<file path="src/rtl/upb_rr_input_arbiter_if.sv">
// AXI-Stream packet bus shared by the four arbiter inputs and the demux-facing output.
// Receivers never see tuser_in_port; the arbiter generates it on its output side.
interface upb_rr_input_arbiter_if #(
   parameter int C_AXIS_DATA_WIDTH     = 256,
   parameter int C_PACKET_LENGTH_WIDTH = 14,
   parameter int C_INPORT_WIDTH        = 3,
   parameter int C_OUTPORT_WIDTH       = 8
);
   logic [C_AXIS_DATA_WIDTH-1:0]     tdata;
   logic [C_AXIS_DATA_WIDTH/8-1:0]   tkeep;
   logic [C_PACKET_LENGTH_WIDTH-1:0] tuser_packet_length;
   logic [C_INPORT_WIDTH-1:0]        tuser_in_port;
   logic [C_INPORT_WIDTH-1:0]        tuser_in_vport;
   logic [C_OUTPORT_WIDTH-1:0]       tuser_out_port;
   logic [C_OUTPORT_WIDTH-1:0]       tuser_out_vport;
   logic                             tvalid;
   logic                             tlast;
   logic                             tready;

   modport master (
      output tdata, tkeep, tuser_packet_length, tuser_in_port, tuser_in_vport,
      output tuser_out_port, tuser_out_vport, tvalid, tlast,
      input  tready
   );

   modport slave (
      input  tdata, tkeep, tuser_packet_length, tuser_in_vport,
      input  tuser_out_port, tuser_out_vport, tvalid, tlast,
      output tready
   );
endinterface

</file>
<file path="src/rtl/upb_rr_input_arbiter.sv">
// Four-input round-robin AXI-Stream packet arbiter: one input is locked for a whole
// packet, with a single IDLE arbitration cycle between consecutive packets.
module upb_rr_input_arbiter #(
   parameter int C_AXIS_DATA_WIDTH     = 256,
   parameter int C_PACKET_LENGTH_WIDTH = 14,
   parameter int C_INPORT_WIDTH        = 3,
   parameter int C_OUTPORT_WIDTH       = 8
) (
   input  logic                   axi_aclk,
   input  logic                   axi_resetn,
   upb_rr_input_arbiter_if.slave  s0_axis,
   upb_rr_input_arbiter_if.slave  s1_axis,
   upb_rr_input_arbiter_if.slave  s2_axis,
   upb_rr_input_arbiter_if.slave  s3_axis,
   upb_rr_input_arbiter_if.master m_axis,
   output logic [1:0]             grant,
   output logic [31:0]            pkt_count
);
   localparam int KW = C_AXIS_DATA_WIDTH / 8;

   typedef enum logic {ST_IDLE, ST_PASS} state_t;

   state_t      state_reg;
   logic [1:0]  grant_reg;
   logic [1:0]  last_grant_reg;
   logic [31:0] pkt_count_reg;

   logic [C_AXIS_DATA_WIDTH-1:0]     s_tdata  [4];
   logic [KW-1:0]                    s_tkeep  [4];
   logic [C_PACKET_LENGTH_WIDTH-1:0] s_len    [4];
   logic [C_INPORT_WIDTH-1:0]        s_vport  [4];
   logic [C_OUTPORT_WIDTH-1:0]       s_oport  [4];
   logic [C_OUTPORT_WIDTH-1:0]       s_ovport [4];
   logic [3:0]                       s_tvalid;
   logic [3:0]                       s_tlast;
   logic [3:0]                       s_tready;

   logic       pass;
   logic [1:0] sel;
   logic       beat_xfer;
   logic       pick_valid;
   logic [1:0] pick_port;

   // Gather the four input buses into arrays so everything below can index by port.
   assign s_tdata[0]  = s0_axis.tdata;
   assign s_tdata[1]  = s1_axis.tdata;
   assign s_tdata[2]  = s2_axis.tdata;
   assign s_tdata[3]  = s3_axis.tdata;
   assign s_tkeep[0]  = s0_axis.tkeep;
   assign s_tkeep[1]  = s1_axis.tkeep;
   assign s_tkeep[2]  = s2_axis.tkeep;
   assign s_tkeep[3]  = s3_axis.tkeep;
   assign s_len[0]    = s0_axis.tuser_packet_length;
   assign s_len[1]    = s1_axis.tuser_packet_length;
   assign s_len[2]    = s2_axis.tuser_packet_length;
   assign s_len[3]    = s3_axis.tuser_packet_length;
   assign s_vport[0]  = s0_axis.tuser_in_vport;
   assign s_vport[1]  = s1_axis.tuser_in_vport;
   assign s_vport[2]  = s2_axis.tuser_in_vport;
   assign s_vport[3]  = s3_axis.tuser_in_vport;
   assign s_oport[0]  = s0_axis.tuser_out_port;
   assign s_oport[1]  = s1_axis.tuser_out_port;
   assign s_oport[2]  = s2_axis.tuser_out_port;
   assign s_oport[3]  = s3_axis.tuser_out_port;
   assign s_ovport[0] = s0_axis.tuser_out_vport;
   assign s_ovport[1] = s1_axis.tuser_out_vport;
   assign s_ovport[2] = s2_axis.tuser_out_vport;
   assign s_ovport[3] = s3_axis.tuser_out_vport;
   assign s_tvalid    = {s3_axis.tvalid, s2_axis.tvalid, s1_axis.tvalid, s0_axis.tvalid};
   assign s_tlast     = {s3_axis.tlast, s2_axis.tlast, s1_axis.tlast, s0_axis.tlast};

   assign s0_axis.tready = s_tready[0];
   assign s1_axis.tready = s_tready[1];
   assign s2_axis.tready = s_tready[2];
   assign s3_axis.tready = s_tready[3];

   assign pass = (state_reg == ST_PASS);

   // While idle the payload mux parks on the last winner so outputs stay deterministic.
   assign sel       = pass ? grant_reg : last_grant_reg;
   assign beat_xfer = pass && s_tvalid[grant_reg] && m_axis.tready;

   assign m_axis.tdata               = s_tdata[sel];
   assign m_axis.tkeep               = s_tkeep[sel];
   assign m_axis.tuser_packet_length = s_len[sel];
   assign m_axis.tuser_in_port       = C_INPORT_WIDTH'(sel);
   assign m_axis.tuser_in_vport      = s_vport[sel];
   assign m_axis.tuser_out_port      = s_oport[sel];
   assign m_axis.tuser_out_vport     = s_ovport[sel];
   assign m_axis.tvalid              = pass && s_tvalid[grant_reg];
   assign m_axis.tlast               = s_tlast[sel];

   for (genvar gi = 0; gi < 4; gi++) begin : g_ready
      assign s_tready[gi] = pass && (grant_reg == 2'(gi)) && m_axis.tready;
   end

   // Search last_grant+1 .. last_grant+4; walking downward lets the nearest requester win.
   always_comb begin
      pick_valid = 1'b0;
      pick_port  = last_grant_reg;
      for (int k = 4; k >= 1; k--) begin
         if (s_tvalid[last_grant_reg + 2'(k)]) begin
            pick_valid = 1'b1;
            pick_port  = last_grant_reg + 2'(k);
         end
      end
   end

   always_ff @(posedge axi_aclk or negedge axi_resetn) begin
      if (!axi_resetn) begin
         state_reg      <= ST_IDLE;
         grant_reg      <= 2'd0;
         last_grant_reg <= 2'd3;
         pkt_count_reg  <= 32'd0;
      end else begin
         case (state_reg)
            ST_IDLE: begin
               if (pick_valid) begin
                  grant_reg <= pick_port;
                  state_reg <= ST_PASS;
               end
            end
            ST_PASS: begin
               if (beat_xfer && s_tlast[grant_reg]) begin
                  last_grant_reg <= grant_reg;
                  pkt_count_reg  <= pkt_count_reg + 32'd1;
                  state_reg      <= ST_IDLE;
               end
            end
            default: state_reg <= ST_IDLE;
         endcase
      end
   end

   assign grant     = grant_reg;
   assign pkt_count = pkt_count_reg;
endmodule

</file>
<file path="src/flat_wrapper.sv">
// flat-port wrapper written by rule: the top's interface ports become plain ports
module upb_rr_input_arbiter_flat 
#(
   parameter int C_AXIS_DATA_WIDTH     = 256,
   parameter int C_PACKET_LENGTH_WIDTH = 14,
   parameter int C_INPORT_WIDTH        = 3,
   parameter int C_OUTPORT_WIDTH       = 8
)
  (axi_aclk, axi_resetn, grant, pkt_count, s0_axis_tdata, s0_axis_tkeep, s0_axis_tuser_packet_length, s0_axis_tuser_in_vport, s0_axis_tuser_out_port, s0_axis_tuser_out_vport, s0_axis_tvalid, s0_axis_tlast, s0_axis_tready, s1_axis_tdata, s1_axis_tkeep, s1_axis_tuser_packet_length, s1_axis_tuser_in_vport, s1_axis_tuser_out_port, s1_axis_tuser_out_vport, s1_axis_tvalid, s1_axis_tlast, s1_axis_tready, s2_axis_tdata, s2_axis_tkeep, s2_axis_tuser_packet_length, s2_axis_tuser_in_vport, s2_axis_tuser_out_port, s2_axis_tuser_out_vport, s2_axis_tvalid, s2_axis_tlast, s2_axis_tready, s3_axis_tdata, s3_axis_tkeep, s3_axis_tuser_packet_length, s3_axis_tuser_in_vport, s3_axis_tuser_out_port, s3_axis_tuser_out_vport, s3_axis_tvalid, s3_axis_tlast, s3_axis_tready, m_axis_tdata, m_axis_tkeep, m_axis_tuser_packet_length, m_axis_tuser_in_port, m_axis_tuser_in_vport, m_axis_tuser_out_port, m_axis_tuser_out_vport, m_axis_tvalid, m_axis_tlast, m_axis_tready);
  upb_rr_input_arbiter_if #(.C_AXIS_DATA_WIDTH(C_AXIS_DATA_WIDTH), .C_PACKET_LENGTH_WIDTH(C_PACKET_LENGTH_WIDTH), .C_INPORT_WIDTH(C_INPORT_WIDTH), .C_OUTPORT_WIDTH(C_OUTPORT_WIDTH)) s0_axis_i ();
  upb_rr_input_arbiter_if #(.C_AXIS_DATA_WIDTH(C_AXIS_DATA_WIDTH), .C_PACKET_LENGTH_WIDTH(C_PACKET_LENGTH_WIDTH), .C_INPORT_WIDTH(C_INPORT_WIDTH), .C_OUTPORT_WIDTH(C_OUTPORT_WIDTH)) s1_axis_i ();
  upb_rr_input_arbiter_if #(.C_AXIS_DATA_WIDTH(C_AXIS_DATA_WIDTH), .C_PACKET_LENGTH_WIDTH(C_PACKET_LENGTH_WIDTH), .C_INPORT_WIDTH(C_INPORT_WIDTH), .C_OUTPORT_WIDTH(C_OUTPORT_WIDTH)) s2_axis_i ();
  upb_rr_input_arbiter_if #(.C_AXIS_DATA_WIDTH(C_AXIS_DATA_WIDTH), .C_PACKET_LENGTH_WIDTH(C_PACKET_LENGTH_WIDTH), .C_INPORT_WIDTH(C_INPORT_WIDTH), .C_OUTPORT_WIDTH(C_OUTPORT_WIDTH)) s3_axis_i ();
  upb_rr_input_arbiter_if #(.C_AXIS_DATA_WIDTH(C_AXIS_DATA_WIDTH), .C_PACKET_LENGTH_WIDTH(C_PACKET_LENGTH_WIDTH), .C_INPORT_WIDTH(C_INPORT_WIDTH), .C_OUTPORT_WIDTH(C_OUTPORT_WIDTH)) m_axis_i ();
  input  logic axi_aclk;
  input  logic axi_resetn;
  output logic [1:0] grant;
  output logic [31:0] pkt_count;
  input wire logic [$bits(s0_axis_i.tdata)-1:0] s0_axis_tdata;
  input wire logic [$bits(s0_axis_i.tkeep)-1:0] s0_axis_tkeep;
  input wire logic [$bits(s0_axis_i.tuser_packet_length)-1:0] s0_axis_tuser_packet_length;
  input wire logic [$bits(s0_axis_i.tuser_in_vport)-1:0] s0_axis_tuser_in_vport;
  input wire logic [$bits(s0_axis_i.tuser_out_port)-1:0] s0_axis_tuser_out_port;
  input wire logic [$bits(s0_axis_i.tuser_out_vport)-1:0] s0_axis_tuser_out_vport;
  input wire logic [$bits(s0_axis_i.tvalid)-1:0] s0_axis_tvalid;
  input wire logic [$bits(s0_axis_i.tlast)-1:0] s0_axis_tlast;
  output wire logic [$bits(s0_axis_i.tready)-1:0] s0_axis_tready;
  input wire logic [$bits(s1_axis_i.tdata)-1:0] s1_axis_tdata;
  input wire logic [$bits(s1_axis_i.tkeep)-1:0] s1_axis_tkeep;
  input wire logic [$bits(s1_axis_i.tuser_packet_length)-1:0] s1_axis_tuser_packet_length;
  input wire logic [$bits(s1_axis_i.tuser_in_vport)-1:0] s1_axis_tuser_in_vport;
  input wire logic [$bits(s1_axis_i.tuser_out_port)-1:0] s1_axis_tuser_out_port;
  input wire logic [$bits(s1_axis_i.tuser_out_vport)-1:0] s1_axis_tuser_out_vport;
  input wire logic [$bits(s1_axis_i.tvalid)-1:0] s1_axis_tvalid;
  input wire logic [$bits(s1_axis_i.tlast)-1:0] s1_axis_tlast;
  output wire logic [$bits(s1_axis_i.tready)-1:0] s1_axis_tready;
  input wire logic [$bits(s2_axis_i.tdata)-1:0] s2_axis_tdata;
  input wire logic [$bits(s2_axis_i.tkeep)-1:0] s2_axis_tkeep;
  input wire logic [$bits(s2_axis_i.tuser_packet_length)-1:0] s2_axis_tuser_packet_length;
  input wire logic [$bits(s2_axis_i.tuser_in_vport)-1:0] s2_axis_tuser_in_vport;
  input wire logic [$bits(s2_axis_i.tuser_out_port)-1:0] s2_axis_tuser_out_port;
  input wire logic [$bits(s2_axis_i.tuser_out_vport)-1:0] s2_axis_tuser_out_vport;
  input wire logic [$bits(s2_axis_i.tvalid)-1:0] s2_axis_tvalid;
  input wire logic [$bits(s2_axis_i.tlast)-1:0] s2_axis_tlast;
  output wire logic [$bits(s2_axis_i.tready)-1:0] s2_axis_tready;
  input wire logic [$bits(s3_axis_i.tdata)-1:0] s3_axis_tdata;
  input wire logic [$bits(s3_axis_i.tkeep)-1:0] s3_axis_tkeep;
  input wire logic [$bits(s3_axis_i.tuser_packet_length)-1:0] s3_axis_tuser_packet_length;
  input wire logic [$bits(s3_axis_i.tuser_in_vport)-1:0] s3_axis_tuser_in_vport;
  input wire logic [$bits(s3_axis_i.tuser_out_port)-1:0] s3_axis_tuser_out_port;
  input wire logic [$bits(s3_axis_i.tuser_out_vport)-1:0] s3_axis_tuser_out_vport;
  input wire logic [$bits(s3_axis_i.tvalid)-1:0] s3_axis_tvalid;
  input wire logic [$bits(s3_axis_i.tlast)-1:0] s3_axis_tlast;
  output wire logic [$bits(s3_axis_i.tready)-1:0] s3_axis_tready;
  output wire logic [$bits(m_axis_i.tdata)-1:0] m_axis_tdata;
  output wire logic [$bits(m_axis_i.tkeep)-1:0] m_axis_tkeep;
  output wire logic [$bits(m_axis_i.tuser_packet_length)-1:0] m_axis_tuser_packet_length;
  output wire logic [$bits(m_axis_i.tuser_in_port)-1:0] m_axis_tuser_in_port;
  output wire logic [$bits(m_axis_i.tuser_in_vport)-1:0] m_axis_tuser_in_vport;
  output wire logic [$bits(m_axis_i.tuser_out_port)-1:0] m_axis_tuser_out_port;
  output wire logic [$bits(m_axis_i.tuser_out_vport)-1:0] m_axis_tuser_out_vport;
  output wire logic [$bits(m_axis_i.tvalid)-1:0] m_axis_tvalid;
  output wire logic [$bits(m_axis_i.tlast)-1:0] m_axis_tlast;
  input wire logic [$bits(m_axis_i.tready)-1:0] m_axis_tready;
  assign s0_axis_i.tdata = s0_axis_tdata;
  assign s0_axis_i.tkeep = s0_axis_tkeep;
  assign s0_axis_i.tuser_packet_length = s0_axis_tuser_packet_length;
  assign s0_axis_i.tuser_in_vport = s0_axis_tuser_in_vport;
  assign s0_axis_i.tuser_out_port = s0_axis_tuser_out_port;
  assign s0_axis_i.tuser_out_vport = s0_axis_tuser_out_vport;
  assign s0_axis_i.tvalid = s0_axis_tvalid;
  assign s0_axis_i.tlast = s0_axis_tlast;
  assign s0_axis_tready = s0_axis_i.tready;
  assign s1_axis_i.tdata = s1_axis_tdata;
  assign s1_axis_i.tkeep = s1_axis_tkeep;
  assign s1_axis_i.tuser_packet_length = s1_axis_tuser_packet_length;
  assign s1_axis_i.tuser_in_vport = s1_axis_tuser_in_vport;
  assign s1_axis_i.tuser_out_port = s1_axis_tuser_out_port;
  assign s1_axis_i.tuser_out_vport = s1_axis_tuser_out_vport;
  assign s1_axis_i.tvalid = s1_axis_tvalid;
  assign s1_axis_i.tlast = s1_axis_tlast;
  assign s1_axis_tready = s1_axis_i.tready;
  assign s2_axis_i.tdata = s2_axis_tdata;
  assign s2_axis_i.tkeep = s2_axis_tkeep;
  assign s2_axis_i.tuser_packet_length = s2_axis_tuser_packet_length;
  assign s2_axis_i.tuser_in_vport = s2_axis_tuser_in_vport;
  assign s2_axis_i.tuser_out_port = s2_axis_tuser_out_port;
  assign s2_axis_i.tuser_out_vport = s2_axis_tuser_out_vport;
  assign s2_axis_i.tvalid = s2_axis_tvalid;
  assign s2_axis_i.tlast = s2_axis_tlast;
  assign s2_axis_tready = s2_axis_i.tready;
  assign s3_axis_i.tdata = s3_axis_tdata;
  assign s3_axis_i.tkeep = s3_axis_tkeep;
  assign s3_axis_i.tuser_packet_length = s3_axis_tuser_packet_length;
  assign s3_axis_i.tuser_in_vport = s3_axis_tuser_in_vport;
  assign s3_axis_i.tuser_out_port = s3_axis_tuser_out_port;
  assign s3_axis_i.tuser_out_vport = s3_axis_tuser_out_vport;
  assign s3_axis_i.tvalid = s3_axis_tvalid;
  assign s3_axis_i.tlast = s3_axis_tlast;
  assign s3_axis_tready = s3_axis_i.tready;
  assign m_axis_tdata = m_axis_i.tdata;
  assign m_axis_tkeep = m_axis_i.tkeep;
  assign m_axis_tuser_packet_length = m_axis_i.tuser_packet_length;
  assign m_axis_tuser_in_port = m_axis_i.tuser_in_port;
  assign m_axis_tuser_in_vport = m_axis_i.tuser_in_vport;
  assign m_axis_tuser_out_port = m_axis_i.tuser_out_port;
  assign m_axis_tuser_out_vport = m_axis_i.tuser_out_vport;
  assign m_axis_tvalid = m_axis_i.tvalid;
  assign m_axis_tlast = m_axis_i.tlast;
  assign m_axis_i.tready = m_axis_tready;
  upb_rr_input_arbiter #(.C_AXIS_DATA_WIDTH(C_AXIS_DATA_WIDTH), .C_PACKET_LENGTH_WIDTH(C_PACKET_LENGTH_WIDTH), .C_INPORT_WIDTH(C_INPORT_WIDTH), .C_OUTPORT_WIDTH(C_OUTPORT_WIDTH)) u_core (.axi_aclk(axi_aclk), .axi_resetn(axi_resetn), .s0_axis(s0_axis_i), .s1_axis(s1_axis_i), .s2_axis(s2_axis_i), .s3_axis(s3_axis_i), .m_axis(m_axis_i), .grant(grant), .pkt_count(pkt_count));
endmodule
</file>
<file path="config.mk">
export PLATFORM = sky130hd
export DESIGN_NAME = upb_rr_input_arbiter_flat
export DESIGN_NICKNAME = d
export VERILOG_FILES = /design/src/rtl/upb_rr_input_arbiter_if.sv /design/src/rtl/upb_rr_input_arbiter.sv /design/src/flat_wrapper.sv
export SDC_FILE = /design/constraint.sdc
export NUM_CORES = 1
export LEC_CHECK = 0
export CORE_AREA = 10 10 639 641
export CTS_CLUSTER_DIAMETER = 60
export DETAILED_ROUTE_END_ITERATION = 16
export DIE_AREA = 0 0 649 651
export GPL_ROUTABILITY_DRIVEN = 0
export MAX_ROUTING_LAYER = met4
export SYNTH_ARGS = -nofsm -noshare
export SYNTH_HDL_FRONTEND = slang
export SYNTH_SLANG_ARGS = --single-unit
</file>
<file path="constraint.sdc">
create_clock -name axi_aclk -period 4.8 [get_ports axi_aclk]
set_input_delay 0.96 -clock axi_aclk [delete_from_list [all_inputs] [get_ports axi_aclk]]
set_output_delay 0.96 -clock axi_aclk [all_outputs]
set_load 0.1 [all_outputs]
</file>
Word level (Yosys, flattened, before mapping) --
Index checks and enable logic that the tools add are counted.
Cells by class: reductions and logical operators 14, bitwise gates (word level) 2, multiplexer cells 43, eq/ne operators 3, add/sub/neg operators 4, $lt $le $gt $ge 7
Operators by type and width (number):
- $bmux 256 s2 | 1
- $mux 256 | 2
- $bmux 32 s2 | 1
- $mux 32 | 2
- $add 32x1->32 const B | 1
- $bmux 8 s2 | 2
- $mux 8 | 4
- $bmux 14 s2 | 1
- $mux 14 | 2
- $lt 2x3->1 const B | 6
- $bmux 1 s2 | 7
- $mux 1 | 13
- $logic_and 1x1->1 | 11
- $mux 2 | 4
- $bmux 3 s2 | 1
- $mux 3 | 2
- $add 2x2->2 const B | 2
- $eq 2x2->1 const B | 2
- $reduce_and 2->1 | 2
- $ge 3x3->1 const B | 1
- $not 2->3 | 1
- $add 2x1->2 const B | 1
- $eq 2x1->1 const B | 1
- $logic_not 2->1 | 1
- other kinds (2) | 2
Storage, ports and cells: bits in registers 37, input port bits 1295, logic and storage cells 77

Depth between registers and ports, before layout --
Gate-level depths: netlist of run 1.
word-level depth 8, mapped depth 9, mapped depth without buffers 5

Least setup slack after synthesis of run 1 --
OpenSTA, ideal clock, no wires.
path kind register to output, start point reg u_core.grant_reg[1], in the netlist u_core.grant[1], end point out m_axis_tdata[246], arrival time 4.310 ns, slack -0.470 ns, required time 3.840 ns, buffers on the path 3, stages on the path, launching flop included 8, cells stage by stage dfrtp_1 buf_6 mux2i_1 inv_2 buf_2 clkbuf_1 nand2_1 a31oi_1
On the way: cells in the longest elaborated chain, start to end 5
RTL lines:
- from (decl) | line upb_rr_input_arbiter.sv:24 | logic [1:0] grant_reg;
- from (signal assigned) | line upb_rr_input_arbiter.sv:119 | grant_reg <= pick_port;
- $mux 2 | line upb_rr_input_arbiter.sv:80 | assign sel = pass ? grant_reg : last_grant_reg;
- named net m_axis_tuser_in_port[1] | line flat_wrapper.sv:58 | output wire logic [$bits(m_axis_i.tuser_in_port)-1:0] m_axis_tuser_in_port;
- $not 2->3 (not written as such) | line upb_rr_input_arbiter.sv:83 | assign m_axis.tdata = s_tdata[sel];
- $bmux 256 s2 | line upb_rr_input_arbiter.sv:83
- $mux 256 (not written as such) (2 in series) | line upb_rr_input_arbiter.sv:83
- to (decl) | line flat_wrapper.sv:55 | output wire logic [$bits(m_axis_i.tdata)-1:0] m_axis_tdata;
The timed path passes the listed nets, and every way through them passes these cells. The select of a mux whose other input is x is not followed.

Worst setup path after layout of run 1 --
start point reg u_core.state_reg, in the netlist u_core.pass, end point out m_axis_tdata[24]
On the way: cells in the longest elaborated chain, start to end 5
RTL lines:
- from (decl) | line upb_rr_input_arbiter.sv:23 | state_t state_reg;
- from (signal assigned) | line upb_rr_input_arbiter.sv:111 | state_reg <= ST_IDLE;
- from (signal assigned) | line upb_rr_input_arbiter.sv:120 | state_reg <= ST_PASS;
- from (signal assigned) | line upb_rr_input_arbiter.sv:127 | state_reg <= ST_IDLE;
- $mux 2 | line upb_rr_input_arbiter.sv:80
- $not 2->3 (not written as such) | line upb_rr_input_arbiter.sv:83
- $bmux 256 s2 | line upb_rr_input_arbiter.sv:83
- $mux 256 (not written as such) (2 in series) | line upb_rr_input_arbiter.sv:83
Every way passes these cells. The select of a mux whose other input is x is not followed.

==> results of run 1 <==
==> per-layer routing <==
| layer | share of wire, % | track usage [%] | vias to the layer above |
|---|---|---|---|
| met5 | 0 | - | - |
| met3 | 14 | 11.4 | 1000 |
| met2 | 52 | 37.6 | 2690 |
| li1 | - | - | 11400 |
| met1 | 31 | 17.8 | 13200 |
| met4 | 3.8 | 4.10 | 0 |
==> logic make-up (layout without fill, tap and decap cells) <==
group | Yosys count | count (layout) | share of synthesized area [%]
xor gates and xnor gates | 31 | 31 | 2.28
AOI/OAI and AO/OA | 366 | 366 | 20.4
and+or+nand+nor | 1671 | 1671 | 60.4
DFF | 37 | 37 | 7.78
adders and majority gates | 1 | 1 | 0.105
buffers and inverters | 231 | 1727 | 8.44
other | 1 | 278 | 0.0314
muxes | 6 | 6 | 0.524
==> stage by stage <==
step	util (%)	power, W	hold WS [ps]	setup slack, ps
global placement	9.62	0.0515	468	598
CTS	9.65	0.0516	476	295
floorplan	-	0.0273	539	37.2
detailed placement	9.62	0.0512	468	618
finish	9.83	0.0507	483	439
global route	9.81	0.0519	496	273
==> path summary, 6_finish.rpt <==
path                       cells past startpoint                                    to  slack (ps)
max in group asynchronous                      2  u_core.last_grant_reg[0]$_DFFE_PN1P_        3310
max                                            9                      m_axis_tdata[24]         440
min in group asynchronous                      2      u_core.pkt_count[31]$_DFFE_PN0P_        1110
min reg2reg                                    1      u_core.pkt_count[31]$_DFFE_PN0P_         480
min                                            1      u_core.pkt_count[31]$_DFFE_PN0P_         480
max reg2reg                                    4      u_core.pkt_count[31]$_DFFE_PN0P_        2560
==> cells in the mapped netlist (2+ instances only) <==
library cell / n
a2111oi_2: 3
a2111oi_4: 3
a211oi_1: 2
a21o_1: 2
a21oi_1: 2
a31oi_1: 324
and2_1: 3
and3_1: 325
buf_1: 3
buf_2: 91
buf_6: 3
clkbuf_1: 128
dfrtp_1: 35
dfstp_2: 2
inv_1: 3
mux2_2: 2
mux2i_1: 4
nand2_1: 1294
nand3_1: 12
nand3b_1: 2
nand4_1: 7
nor2_1: 9
nor3_1: 2
nor4_1: 4
o2111ai_1: 13
o211ai_1: 6
o21ai_0: 5
or3_1: 2
or4_1: 3
xnor2_1: 23
xor2_1: 8
==> where the power goes <==
| part | switching [W] | internal, W |
|---|---|---|
| logic | 0.0360 | 0.0140 |
| clock network | 0.000130 | 0.000193 |
| registers | 0.0000741 | 0.000354 |
==> cell usage in the layout, fill, tap and decap left out, drive strengths merged, types with 2 or more instances in the layout <==
master,count
inv,5
nand4,8
a21o,2
and2,4
diode,277
xor2,8
a2111oi,6
dfrtp,35
a21oi,2
nand2,1294
and3,326
nor3,2
nor2,9
a211oi,2
o2111ai,13
clkbuf,7
or3,3
a31oi,324
nor4,5
nand3b,2
xnor2,23
buf,386
nand3,12
clkdlybuf4s50,1328
mux2,2
o211ai,6
dfstp,2
mux2i,4
or4,3
o21ai,5
==> final cells by class <==
cell class | instances | area [um^2]
Clock inverter | 1 | 7.51
Clock buffer | 7 | 133
Timing Repair Buffer | 1714 | 20400
Inverter | 5 | 33.8
Fill cell | 46000 | 356000
Sequential cell | 37 | 928
Multi-Input combinational cell | 2076 | 10100
Tap cell | 5242 | 6560
Antenna cell | 277 | 693
==> critical path: cells and delay by family, from the launching register on <==
kind                   cells  cell delay, ps
multiplexers               1             280
AO/OA/AOI/OAI              1             680
buffers and inverters      5            1180
AND/OR/NAND/NOR            2             330
flip-flops                 1             510
==> flow_metrics.tcl, run 1 <==
set metrics [dict create \
    hold_buffers 0 \
    clk_pin_slew_ps 60 \
    portBuffers 1657 \
    setup_viol 0 \
    largest_reg_flops 32 \
    outcome "complete, no violations" \
    clock_latency_ps 280 \
    path_class "flop to output port" \
    skew_ps 13.0 \
    maxSlewHeadroom_pct 19.5 \
    startpoint_type "flop" \
    syn_nets 3640 \
    synth_edf_count 0 \
    reg2reg_from "u_core.pkt_count[16]$_DFFE_PN0P_" \
    synth_ff_type "dfrtp_1" \
    required_ps 3840 \
    synthToLayoutAreaGrowth_pct 226 \
    vias 28300 \
    cts-buffers-inserted 5 \
    grt_max_degree 104 \
    clockBufferDepth 2 \
    overflow 0 \
    drv_slew 0 \
    start_util_pct 3.02 \
    rows 231 \
    crit_top_cell "buf_12" \
    finalNetCount 5135 \
    ys_seq_area_share_pct 7.78 \
    core_area_mm2 0.395 \
    route.detailed.drc 0 \
    syn_inst 2344 \
    rsz0062_at_grt "false" \
    die_width_um 649 \
    grt_pass1_wl_mm 502 \
    slowest_delay_ps 680 \
    htreeDepth 2 \
    final_area_mm2 0.0388 \
    synth.distinct_cells 50 \
    crit_fanout 34 \
    min_period_ps 4360 \
    p_leak_nw 14.2 \
    worstHoldPathType "flop to flop" \
    hold_violations 0 \
    ir_worst_vdd_mv 1.18 \
    cpMaxStageDelayCell "a31oi_1" \
    min_from "u_core.pkt_count[31]$_DFFE_PN0P_" \
    die_h_um 651 \
    firstDrtPassIters 6 \
    cp-end-kind "output port" \
    dp.cells 9074 \
    synth_area_leaders "nand2_1 41%, and3_1 17%, a31oi_1 17%" \
    routed_wl_mm 438 \
    post_cts_resized 0 \
    dpl_cell_area_mm2 0.0380 \
    max_freq_ghz 0.229 \
    die-area_mm2 0.422 \
    clock-sinks 37 \
    crit_chain "mux2i_4 -> buf_12 -> inv_8 -> buf_12 -> buf_4 -> nand2_1 -> and3_1 -> a31oi_1 -> buf_12" \
    grt_pass1_vias 26600 \
    hpwlAfterDp_mm 415 \
    crit_start "u_core.pass$_DFF_PN0_" \
    post_cts_buffers 0 \
    antenna_left 0 \
    cts-root-buf "clkbuf_16" \
    cts_tree "done" \
    cp.arrival_ps 3400 \
    drive_gt1_share_pct 11.1 \
    antenna_found_initial 734 \
    drv_cap 0 \
    routedWlPerCell_um 46.8 \
    synth.avg_cell_area_um2 5.09 \
    yosysTopAreaCellShare_pct 40.7 \
    worst_pin_slew_ps 1210 \
    fin_setup_tns_ps 0 \
    io_pins 1659 \
    async_reset_ff_share_pct 100 \
    via_per_inst 3.03 \
    netlist_area_mm2 0.0119 \
    synth_largest_area_cell "nand2_1" \
    finalCritPeriodShare_pct 90.9 \
    grtUsageTotal_pct 20.2 \
    synth_warnings 0 \
    drt_iter0_markers 2682 \
    ys_seq_elements 37 \
    stdcell_count 9359 \
    p_per_area_mw_per_mm2 1310 \
]
(Power assumes the default switching activity.)
==> run 2, diff against run 1 <==
--- a/config.mk
+++ b/config.mk
@@ -11,6 +11,7 @@
 export DIE_AREA = 0 0 649 651
 export GPL_ROUTABILITY_DRIVEN = 0
 export MAX_ROUTING_LAYER = met4
+export RECOVER_POWER = 25
 export SYNTH_ARGS = -nofsm -noshare
 export SYNTH_HDL_FRONTEND = slang
 export SYNTH_SLANG_ARGS = --single-unit
==> flow_metrics.tcl, run 2 (synthesis gave the netlist of run 1 again) <==
set metrics [dict create \
    outcome "finished with violations" \
    failed_checks "capacitance limit, slew limit" \
    htreeDepth 2 \
    cts-buffers-inserted 5 \
    io_pins 1659 \
    overflow 0 \
    grtUsageTotal_pct 20.2 \
    hold_buffers 0 \
    crit_fanout 34 \
    grt_pass1_vias 26600 \
    gr-usage-met1_pct 17.8 \
    drive_gt1_share_pct 10.8 \
    met3_usage_pct 11.4 \
    portBuffers 1657 \
    firstDrtPassIters 8 \
    grt_max_degree 104 \
    layout_commonest_cell "nand2_1" \
    finalNetCount 5135 \
    antenna_found_initial 734 \
    startpoint_type "flop" \
    cp-end-kind "output port" \
    skew_ps 12.0 \
    drv_cap 1 \
    post_cts_buffers 0 \
    via_per_inst 3.01 \
    min_period_ps 4380 \
    core_area_mm2 0.395 \
    cts-root-buf "clkbuf_16" \
    worstHoldPathType "flop to flop" \
    start_util_pct 3.02 \
    setup_viol 0 \
    post_cts_resized 0 \
    finalCritPeriodShare_pct 91.3 \
    antenna_left 0 \
    hpwlAfterDp_mm 415 \
    r2r_slack_ps 2130 \
    drv_slew 38 \
    p_per_area_mw_per_mm2 1310 \
    layout_common_cells "1294 x nand2_1, 1292 x clkdlybuf4s50_1, 337 x buf_12, 325 x and3_1, 315 x a31oi_1" \
    clock-sinks 37 \
    p_leak_nw 14.3 \
    vias 28200 \
    fin_setup_tns_ps 0 \
    worst_pin_slew_ps 2160 \
    holdWs_ps 478 \
    drt_iter0_markers 2713 \
    rows 231 \
    route.detailed.drc 0 \
    synthToLayoutAreaGrowth_pct 225 \
    routedWlPerCell_um 46.7 \
    clockBufferDepth 2 \
    grt_busiest_layer "met2" \
    die_h_um 651 \
    grt_pass1_wl_mm 502 \
    stdcell_count 9367 \
    clock_latency_ps 280 \
    cts_tree "done" \
    clk_pin_slew_ps 60 \
    max_freq_ghz 0.228 \
    hold_violations 0 \
    routed_wl_mm 438 \
    rsz0062_at_grt "false" \
    largest_reg_flops 32 \
    use_met2_pct 37.6 \
    dp.cells 9074 \
    maxSlewHeadroom_pct -44.0 \
    required_ps 3840 \
    ir_worst_vdd_mv 1.17 \
    die_width_um 649 \
    die-area_mm2 0.422 \
    path_class "flop to output port" \
    cp.arrival_ps 3420 \
]
## run 2: cell count changes in the layout (fill, tap and decap cells not counted), moves of 6 or more
cell,change
a2111oi_0,+6
clkdlybuf4s50_1,-36
diode_2,+8
dlygate4sd3_1,+36
## run 2: worst max-delay path, cell delays in order, from the launching register on
cell,delay (ps)
dfrtp_1,510
mux2i_4,290
buf_12,200
inv_8,260
buf_12,290
buf_4,240
nand2_1,70
and3_1,180
a31oi_1,720
buf_12,270
## run 2: worst paths after layout
kind,start,endpoint,cells past startpoint
hold reg to reg,u_core.pkt_count[31]$_DFFE_PN0P_,u_core.pkt_count[31]$_DFFE_PN0P_,1
min in group asynchronous,axi_resetn,u_core.pkt_count[13]$_DFFE_PN0P_,2
setup / recovery,u_core.pass$_DFF_PN0_,m_axis_tdata[30],9
hold / removal,u_core.pkt_count[31]$_DFFE_PN0P_,u_core.pkt_count[31]$_DFFE_PN0P_,1
setup reg to reg,u_core.pass$_DFF_PN0_,u_core.pkt_count[1]$_DFFE_PN0P_,5
max in group asynchronous,axi_resetn,u_core.pkt_count[18]$_DFFE_PN0P_,2
## run 2: layer usage
layer / wire (um) / share of wire, %
met1: 134000 / 31
met2: 226000 / 52
met3: 60500 / 14
met4: 17000 / 3.9
met5: 0 / 0
## run 2: metrics by stage
stage,total power [W],instance area (um^2),worst slack [ps],utilization [%]
6_report,0.0507,38800,416,9.81
2_1_floorplan,0.0273,12000,37.2,-
3_5_place_dp,0.0512,38000,618,9.62
5_1_grt,0.0519,38700,274,9.79
3_3_place_gp,0.0515,38000,598,9.62
4_1_cts,0.0516,38100,295,9.65
## run 2: layout make-up
class	instances	area, um^2
diodes	285	713
clock buffers	7	133
clock inverters	1	7.51
fillers	46000	356000
inverters	5	33.8
multi-input cells	2076	9990
flip-flops and latches	37	928
well taps	5242	6560
repair buffers	1714	20400
## run 2: where the power goes
group | switching [W] | internal, W
Sequential | 0.0000729 | 0.000354
Clock | 0.000129 | 0.000193
Combinational | 0.0360 | 0.0140
Total | 0.0362 | 0.0145
